**config.mk**
```make
export PLATFORM = sky130hd
export DESIGN_NAME = serial_adder_ctrl_flat
export DESIGN_NICKNAME = d
export VERILOG_FILES = /design/src/rtl/serial_adder_pkg.sv /design/src/rtl/serial_adder_ctrl_if.sv /design/src/rtl/half_adder.sv /design/src/rtl/serial_fa_cell.sv /design/src/rtl/serial_adder_ctrl.sv /design/src/flat_wrapper.sv
export SDC_FILE = /design/constraint.sdc
export NUM_CORES = 1
export LEC_CHECK = 0
export BUFFER_PORTS_ARGS = -buffer_cell sky130_fd_sc_hd__buf_4
export CORE_ASPECT_RATIO = 0.7
export CORE_MARGIN = 10
export CORE_UTILIZATION = 30
export CTS_BUF_LIST = sky130_fd_sc_hd__clkbuf_8 sky130_fd_sc_hd__clkbuf_16
export DETAILED_ROUTE_END_ITERATION = 8
export PLACE_DENSITY = 0.54
export SETUP_SLACK_MARGIN = 0.2
export SKIP_LAST_GASP = 1
export SLEW_MARGIN = 20
export SYNTH_ARGS = -nofsm -noshare
export SYNTH_HDL_FRONTEND = slang
export SYNTH_HIERARCHICAL = 1
export SYNTH_SLANG_ARGS = --single-unit
```
**constraint.sdc**
```tcl
create_clock -name clk -period 2.1 [get_ports clk]
set_input_delay 0.21 -clock clk [delete_from_list [all_inputs] [get_ports clk]]
set_output_delay 0.21 -clock clk [all_outputs]
set_load 0.01 [all_outputs]
```
**src/rtl/serial_adder_pkg.sv**
```systemverilog
// Shared types and constants for the bit-serial adder controller.
package serial_adder_pkg;

    localparam int unsigned SERIAL_ADDER_WIDTH_DEF = 8;
    localparam int unsigned SERIAL_ADDER_CNT_W     = $clog2(32);

    typedef enum logic [1:0] {
        IDLE = 2'd0,
        RUN  = 2'd1,
        DONE = 2'd2
    } state_e;

endpackage

```
**src/rtl/serial_adder_ctrl_if.sv**
```systemverilog
// Requester <-> serial adder handshake and result bus.
// SERIAL_ADDER_SUB_EN adds the 'sub' request qualifier.
interface serial_adder_ctrl_if
    import serial_adder_pkg::*;
#(
    parameter int unsigned WIDTH = SERIAL_ADDER_WIDTH_DEF
);
    logic             start;
    logic [WIDTH-1:0] a;
    logic [WIDTH-1:0] b;
`ifdef SERIAL_ADDER_SUB_EN
    logic             sub;
`endif
    logic             busy;
    logic             done;
    logic [WIDTH-1:0] sum;
    logic             cout;

`ifdef SERIAL_ADDER_SUB_EN
    modport master (output start, a, b, sub, input busy, done, sum, cout);
    modport slave  (input start, a, b, sub, output busy, done, sum, cout);
`else
    modport master (output start, a, b, input busy, done, sum, cout);
    modport slave  (input start, a, b, output busy, done, sum, cout);
`endif

endinterface

```
**src/rtl/half_adder.sv**
```systemverilog
// 1-bit half adder.
module half_adder (
    input  logic a_i,
    input  logic b_i,
    output logic s_o,
    output logic c_o
);
    assign s_o = a_i ^ b_i;
    assign c_o = a_i & b_i;
endmodule

```
**src/rtl/serial_fa_cell.sv**
```systemverilog
// Combinational 1-bit full adder: two half adders plus an OR on the carries.
module serial_fa_cell (
    input  logic a_i,
    input  logic b_i,
    input  logic cin_i,
    output logic s_o,
    output logic cout_o
);
    logic s0;
    logic c0;
    logic c1;

    half_adder u_ha0 (.a_i(a_i), .b_i(b_i),   .s_o(s0),  .c_o(c0));
    half_adder u_ha1 (.a_i(s0),  .b_i(cin_i), .s_o(s_o), .c_o(c1));

    assign cout_o = c0 | c1;
endmodule

```
**src/rtl/serial_adder_ctrl.sv**
```systemverilog
// Bit-serial WIDTH-bit adder: one shared full-add cell, LSB first, one bit per clock.
// Optional SERIAL_ADDER_SUB_EN: a-b via inverted b and carry-in of 1.
module serial_adder_ctrl
    import serial_adder_pkg::*;
#(
    parameter int unsigned WIDTH = SERIAL_ADDER_WIDTH_DEF
) (
    input  logic                clk,
    input  logic                rst,
    serial_adder_ctrl_if.slave  bus
);
    localparam int unsigned CNT_W = SERIAL_ADDER_CNT_W;
    localparam logic [CNT_W-1:0] CNT_LAST = CNT_W'(WIDTH - 1);

    state_e           state_q, state_d;
    logic [WIDTH-1:0] a_sh_q, a_sh_d;
    logic [WIDTH-1:0] b_sh_q, b_sh_d;
    logic [WIDTH-1:0] sum_sh_q, sum_sh_d;
    logic [WIDTH-1:0] sum_q, sum_d;
    logic [CNT_W-1:0] cnt_q, cnt_d;
    logic             carry_q, carry_d;
    logic             cout_q, cout_d;
    logic             busy_q, busy_d;
    logic             done_q, done_d;

    logic             fa_s;
    logic             fa_c;
    logic             sub_w;

`ifdef SERIAL_ADDER_SUB_EN
    assign sub_w = bus.sub;
`else
    assign sub_w = 1'b0;
`endif

    serial_fa_cell u_fa (
        .a_i    (a_sh_q[0]),
        .b_i    (b_sh_q[0]),
        .cin_i  (carry_q),
        .s_o    (fa_s),
        .cout_o (fa_c)
    );

    // State and datapath registers
    always_ff @(posedge clk) begin
        if (rst) begin
            state_q  <= IDLE;
            a_sh_q   <= '0;
            b_sh_q   <= '0;
            sum_sh_q <= '0;
            sum_q    <= '0;
            cnt_q    <= '0;
            carry_q  <= 1'b0;
            cout_q   <= 1'b0;
            busy_q   <= 1'b0;
            done_q   <= 1'b0;
        end else begin
            state_q  <= state_d;
            a_sh_q   <= a_sh_d;
            b_sh_q   <= b_sh_d;
            sum_sh_q <= sum_sh_d;
            sum_q    <= sum_d;
            cnt_q    <= cnt_d;
            carry_q  <= carry_d;
            cout_q   <= cout_d;
            busy_q   <= busy_d;
            done_q   <= done_d;
        end
    end

    // Next-state, shift and result logic
    always_comb begin
        state_d  = state_q;
        a_sh_d   = a_sh_q;
        b_sh_d   = b_sh_q;
        sum_sh_d = sum_sh_q;
        sum_d    = sum_q;
        cnt_d    = cnt_q;
        carry_d  = carry_q;
        cout_d   = cout_q;

        unique case (state_q)
            IDLE, DONE: begin
                if (bus.start) begin
                    a_sh_d  = bus.a;
                    b_sh_d  = sub_w ? ~bus.b : bus.b;
                    carry_d = sub_w;
                    cnt_d   = '0;
                    state_d = RUN;
                end else begin
                    state_d = IDLE;
                end
            end
            RUN: begin
                a_sh_d   = {1'b0, a_sh_q[WIDTH-1:1]};
                b_sh_d   = {1'b0, b_sh_q[WIDTH-1:1]};
                sum_sh_d = {fa_s, sum_sh_q[WIDTH-1:1]};
                carry_d  = fa_c;
                cnt_d    = cnt_q + CNT_W'(1);
                // Publish only on the last bit so sum/cout hold the old result during RUN
                if (cnt_q == CNT_LAST) begin
                    sum_d   = {fa_s, sum_sh_q[WIDTH-1:1]};
                    cout_d  = fa_c;
                    state_d = DONE;
                end
            end
            default: state_d = IDLE;
        endcase

        busy_d = (state_d == RUN);
        done_d = (state_d == DONE);
    end

    assign bus.busy = busy_q;
    assign bus.done = done_q;
    assign bus.sum  = sum_q;
    assign bus.cout = cout_q;

endmodule

```
**src/flat_wrapper.sv**
```systemverilog
// flat-port wrapper written by rule: the top's interface ports become plain ports
module serial_adder_ctrl_flat import serial_adder_pkg::*;
#(
    parameter int unsigned WIDTH = SERIAL_ADDER_WIDTH_DEF
)
  (clk, rst, bus_start, bus_a, bus_b, bus_busy, bus_done, bus_sum, bus_cout);
  serial_adder_ctrl_if #(.WIDTH(WIDTH)) bus_i ();
  input  logic clk;
  input  logic rst;
  input wire logic [$bits(bus_i.start)-1:0] bus_start;
  input wire logic [$bits(bus_i.a)-1:0] bus_a;
  input wire logic [$bits(bus_i.b)-1:0] bus_b;
  output wire logic [$bits(bus_i.busy)-1:0] bus_busy;
  output wire logic [$bits(bus_i.done)-1:0] bus_done;
  output wire logic [$bits(bus_i.sum)-1:0] bus_sum;
  output wire logic [$bits(bus_i.cout)-1:0] bus_cout;
  assign bus_i.start = bus_start;
  assign bus_i.a = bus_a;
  assign bus_i.b = bus_b;
  assign bus_busy = bus_i.busy;
  assign bus_done = bus_i.done;
  assign bus_sum = bus_i.sum;
  assign bus_cout = bus_i.cout;
  serial_adder_ctrl #(.WIDTH(WIDTH)) u_core (.clk(clk), .rst(rst), .bus(bus_i));
endmodule
```
# Yosys cells after proc, flatten, opt, wreduce, memory -nomap -nowiden
# Index checks and enable logic that the tools add are counted.
# W data, S select, Z words.
totals:
  out_inout_bits: 11
  inputBits: 19
  regBits: 43
  wordCells: 38
op_classes:
  reduce_logical: 5
  n_mux: 11
  addsub: 1
  n_bitwise: 5
  eq_ne: 6
ops:
  columns: ["cell", "count"]
  rows:
  - ["$pmux W8 S2", 2]
  - ["$mux W8", 2]
  - ["$pmux W5 S2", 1]
  - ["$add A5 B1 Y5 const B", 1]
  - ["$eq A5 B3 Y1 const B", 1]
  - ["$mux W5", 1]
  - ["$eq A2 B1 Y1 const B", 2]
  - ["$eq A2 B2 Y1 const B", 2]
  - ["$pmux W2 S2", 1]
  - ["$reduce_and A2 Y1", 2]
  - ["$and A1 B1 Y1", 2]
  - ["$logic_not A2 Y1", 1]
  - ["$mux W1", 2]
  - ["$mux W2", 1]
  - ["$ne A2 B2 Y1 const B", 1]
  - ["$pmux W1 S2", 1]
  - ["$reduce_bool A2 Y1", 1]
  - ["$reduce_or A2 Y1", 1]
  - ["$xor A1 B1 Y1", 2]
  - ["$or A1 B1 Y1", 1]

# Logic depth before layout (Yosys ltp)
logic_depth:
  ltp_word: 4
  mapped_depth: 5
  ltp_nobuf: 5

# Modules after synthesis
# The synthesis kept the hierarchy.
modules_own_cells:
  columns: ["mod", "seq_area_each_um2", "area_each_um2", "n_inst", "cells_each"]
  rows:
  - ["serial_adder_ctrl", 840.8, 1691.6, 1, 186]
  - ["half_adder", 0.0, 12.5, 2, 1]
  - ["serial_fa_cell", 0.0, 6.3, 1, 1]

# Least setup slack after synthesis
# Ideal clock, no wire load.
synth_path:
  path_kind: "register to register"
  start: "register u_core.cnt_q[0]"
  end: "register u_core.cout_q, in the netlist u_core/bus.cout"
  arrival_ps: 1160
  path_stages_with_launch: 6
  required_time_ps: 2028
  path_slack_ps: 868
  n_path_buf: 1
  setup_time_ps: 72
  synth_period_minus_slack_ps: 1232
  cell_sequence: "dfxtp_1 ha_1 nand2_1 nor4_2 buf_4 mux2i_1"
synth_via:
  elab_chain_cells: 2
synth_lines:
  columns: ["item", "line", "text"]
  rows:
  - ["from (decl)", "serial_adder_ctrl.sv:20", "logic [CNT_W-1:0] cnt_q, cnt_d;"]
  - ["from (signal assigned)", "serial_adder_ctrl.sv:63", "cnt_q <= cnt_d;"]
  - ["$eq A5 B3 Y1", "serial_adder_ctrl.sv:101", "if (cnt_q == CNT_LAST) begin"]
  - ["$reduce_and A2 Y1 (no line)", null, null]
  - ["to (signal assigned)", "serial_adder_ctrl.sv:65", "cout_q <= cout_d;"]
  - ["to (decl)", "serial_adder_ctrl.sv:22", "logic cout_q, cout_d;"]
# Every way passes these cells.
# A chain may end at the register's enable or synchronous reset.

# Final worst setup path
layout_path:
  start: "register u_core.state_q[1]"
  end: "register u_core.sum_q[4], in the netlist u_core/bus.sum[4]"
layout_via:
  elab_chain_cells: 2
layout_lines:
  columns: ["item", "line", "text"]
  rows:
  - ["from (decl)", "serial_adder_ctrl.sv:15", "state_e state_q, state_d;"]
  - ["from (signal assigned)", "serial_adder_ctrl.sv:58", "state_q <= state_d;"]
  - ["$eq A2 B1 Y1", "serial_adder_ctrl.sv:82", "unique case (state_q)"]
  - ["$reduce_and A2 Y1 (no line)", null, null]
  - ["to (signal assigned)", "serial_adder_ctrl.sv:62", "sum_q <= sum_d;"]
  - ["to (decl)", "serial_adder_ctrl.sv:19", "logic [WIDTH-1:0] sum_q, sum_d;"]
# Every way passes these cells.

==> Flow_metrics.wiki <==
{| class="wikitable"
! Metric !! Value
|-
| Pre-CTS setup slack || 0.5250 ns
|-
| Wire length reported by the detailed router || 3703 um
|-
| Launch point of the critical path || u_core/state_q[1]
|-
| Layout area overhead || 20.12%
|-
| Critical path's largest stage delay || 0.41 ns
|-
| Synthesized netlist net count || 211
|-
| Chip Width || 110.6 um
|-
| Antenna violation net count after detailed routing || 0
|-
| Routability Congestion || 0.6676
|-
| Pre-antenna DRT Iters || 4
|-
| CTS Buffer Depth || 2
|-
| Crit path DAT || 1.76 ns
|-
| Final count of hold timing violations || 0
|-
| Input/output buffers || 29
|-
| Master cell of the clock root buffer || sky130_fd_sc_hd__clkbuf_8
|-
| Number of distinct library cell variants in the gate-level netlist after synthesis || 24
|-
| Power Density || 725.9 nW/um^2
|-
| Yosys warnings || 6
|-
| Area of the multi-input gates || 800.8 um^2
|-
| Post-route clock period utilization || 73.96%
|-
| CP max stage cell || sky130_fd_sc_hd__nand2b_1
|-
| Maximum clock frequency || 643.8 MHz
|-
| Global-route total usage across every layer || 7.881%
|-
| Register clock-pin slew on the reported worst setup and hold paths || 0.07 ns
|-
| Quantity of hold-fixing buffers added after cts || 0
|-
| Core Box Area || 5395 um^2
|-
| CTS resizes || 0
|-
| Stages on worst setup path || 4
|-
| Initial DRC Count || 71
|-
| Kind of critical path || flip-flop to flip-flop
|-
| Post-detailed-route via-to-cell ratio || 4.740
|-
| Result of the run || finished clean
|-
| Synthesized area || 1723 um^2
|-
| Pins Over Slew Limit || 0
|-
| Proportion of netlist area held by the largest area contributor || 48.80%
|-
| Worst flop-to-flop path startpoint || u_core/state_q[1]
|-
| Avg Cell Area, Syn || 9.116 um^2
|-
| Fraction of layout instances using a drive strength above 1 || 20.19%
|-
| Max Cap Violations || 0
|-
| Wirelength per Cell || 12.99 um
|-
| Residual DRC count || 0
|-
| Final worst clock skew || 0.005585 ns
|-
| Worst-case reg-to-reg path depth || 4
|-
| Flip-flop and latch count after synthesis || 42
|-
| Total gr overflow || 0
|-
| Type of the worst min-delay path || primary input to flip-flop
|-
| Hold-critical path depth || 3
|-
| Post-synth ARST share || 0%
|-
| Cells after synthesis || 189
|-
| Leading post-synthesis cells by cell area || sky130_fd_sc_hd__dfxtp_1 (49%), sky130_fd_sc_hd__a21oi_1 (8.7%), sky130_fd_sc_hd__nand2b_1 (7.6%), sky130_fd_sc_hd__a22oi_1 (6.1%), sky130_fd_sc_hd__nand3_1 (5.8%)
|-
| Leading cell type by number of instances after synthesis || sky130_fd_sc_hd__dfxtp_1
|-
| Hold Path Origin || bus_b[7]
|-
| Number of enable flip-flop cells after synthesis || 0
|-
| First-pass GRT wire length || 6348 um
|-
| Die H || 83.41 um
|-
| Number of antenna violations at the first check in global routing || 0
|-
| Critical path capture point type || flip-flop
|-
| Number of buffer and inverter stages on the critical path || 1
|-
| Ant diodes || 0
|-
| # rows || 22
|-
| Worst slew margin || 60.49%
|-
| Sink Count || 42
|-
| Maximum fanout encountered on the critical timing path || 15
|-
| LEAKAGE || 0.7529 nW
|-
| Final TNS setup || 0 ns
|-
| Maximum vdd ir drop || 0.2243 mV
|-
| Setup repair after global routing missed its margin || false
|-
| Via count of the first global-routing pass || 1329
|-
| HPWL after detailed placement || 2449 um
|-
| Fill cell instance count of the final layout || 582
|-
| Worst-case setup margin in the final layout || 0.5468 ns
|-
| Flip-flop and latch area || 840.8 um^2
|-
| CP required || 2.31 ns
|-
| Final count of negative-setup-slack endpoints || 0
|-
| Crit path max-delay family || simple AND/OR/NAND/NOR gates
|-
| Core utilization of the finished layout || 38.36%
|-
| Element type at the critical path start || flip-flop
|-
| Clock buffer count from CTS || 5
|-
| Insertion delay of the later-clocked pin in the worst-skew pair || 0.28 ns
|-
| Final net count || 236
|-
| Floorplan die area || 9223 um^2
|-
| Transition at the pin with the smallest max-transition slack || 0.5926 ns
|-
| Maximum number of pins on one net before global-route repair || 53
|-
| H-tree level count || 2
|-
| Min Tclk post-route || 1.553 ns
|-
| Commonest cells post-synth || sky130_fd_sc_hd__dfxtp_1 (42), sky130_fd_sc_hd__a21oi_1 (30), sky130_fd_sc_hd__nand2b_1 (21), sky130_fd_sc_hd__nand3_1 (20), sky130_fd_sc_hd__nand2_1 (19)
|-
| Num ports || 30
|-
| Number of post-CTS setup repair buffers || 0
|-
| Area leader, netlist || sky130_fd_sc_hd__dfxtp_1
|-
| Clock tree from TritonCTS || done
|-
| Initial Utilization || 31.93%
|-
| DR vias || 1351
|-
| Cells traversed along the worst timing path || nand2b_1 -> nor4_2 -> buf_4 -> mux2i_1
|-
| Primary FF master, synth || sky130_fd_sc_hd__dfxtp_1
|-
| Register area share after synthesis || 48.80%
|}
==> power by group <==
part	internal, mW	switching (mW)
combinational	0.0678	0.0888
sequential	0.824	0.0149
clock	0.254	0.253
total	1.15	0.357
==> registers in the layout (all words and copies together) (netlist names) <==
register,count
u_core/cnt_q,5
u_core/state_q,2
u_core/bus.sum,8
u_core/a_sh_q,8
u_core/b_sh_q,8
u_core/carry_q,1
u_core/bus.busy,1
u_core/bus.done,1
u_core/sum_sh_q,7
u_core/bus.cout,1
==> cell usage in the layout (no fill, tap or decap) <==
master	netlist	layout
sky130_fd_sc_hd__nor3b_1	1	1
sky130_fd_sc_hd__o31ai_1	1	1
sky130_fd_sc_hd__nand2_1	19	19
sky130_fd_sc_hd__mux2i_1	9	9
sky130_fd_sc_hd__mux2_2	1	1
sky130_fd_sc_hd__o211ai_1	1	1
sky130_fd_sc_hd__nand3_1	20	20
sky130_fd_sc_hd__mux2_1	1	1
sky130_fd_sc_hd__or3_1	1	1
sky130_fd_sc_hd__nand4_1	1	1
sky130_fd_sc_hd__ha_1	3	3
sky130_fd_sc_hd__nor2b_2	0	1
sky130_fd_sc_hd__clkbuf_8	0	6
sky130_fd_sc_hd__a21oi_1	30	30
sky130_fd_sc_hd__a211oi_1	1	1
sky130_fd_sc_hd__nor4_2	1	1
sky130_fd_sc_hd__nor2b_1	4	3
sky130_fd_sc_hd__a22oi_1	14	14
sky130_fd_sc_hd__buf_4	2	34
sky130_fd_sc_hd__dfxtp_1	42	42
sky130_fd_sc_hd__or2_1	1	1
sky130_fd_sc_hd__nand2b_1	21	21
sky130_fd_sc_hd__nor2_1	1	1
==> tightest hold or removal path, delay by kind of cell <==
kind | cells | cell delay [ns]
simple gates | 1 | 0.05
buf+inv | 1 | 0.11
compound gates | 1 | 0.05
==> layer usage <==
layer	up-vias	track usage, %	share of wire, %
met1	627	10.42	52
met5	-	0	0
li1	707	-	-
met2	15	11.62	44
met3	2	2.299	2.8
met4	0	3.162	1.1
==> final timing paths <==
| path | to | slack [ns] |
|---|---|---|
| max reg2reg | u_core/bus.sum[4] | 0.55 |
| min reg2reg | u_core/sum_sh_q[1] | 0.46 |
| min | u_core/b_sh_q[7] | 0.18 |
| max | u_core/bus.sum[4] | 0.55 |
==> cell families after synthesis <==
logic type / Yosys count / synth area share [%]
AND/OR/NAND/NOR: 70 / 21.50
AO/OA/AOI/OAI: 47 / 16.12
flip-flops: 42 / 48.80
buffers and inverters: 16 / 4.865
multiplexers: 11 / 6.536
adder cells (fa/ha/maj): 3 / 2.179
==> stage by stage <==
| stage | hold WS (ns) | area (um^2) | power [mW] | cells |
|---|---|---|---|---|
| floorplan | 0.3460 | 1723 | 0.9621 | 189 |
| global placement | 0.4444 | 1987 | 1.016 | 279 |
| detailed placement | 0.4497 | 1987 | 1.017 | 279 |
| CTS | 0.1691 | 2069 | 1.524 | 285 |
| global route | 0.1857 | 2069 | 1.577 | 285 |
| finish | 0.1791 | 2069 | 1.502 | 285 |
==> area by class of cell <==
cell class / instances / share of cell area [%]
Sequential cell: 42 / 40.63
Tap cell: 72 / 4.353
Timing Repair Buffer: 34 / 12.33
Clock buffer: 6 / 3.990
Multi-Input combinational cell: 131 / 38.69
No activity file was read; power rests on OpenSTA's default activity.
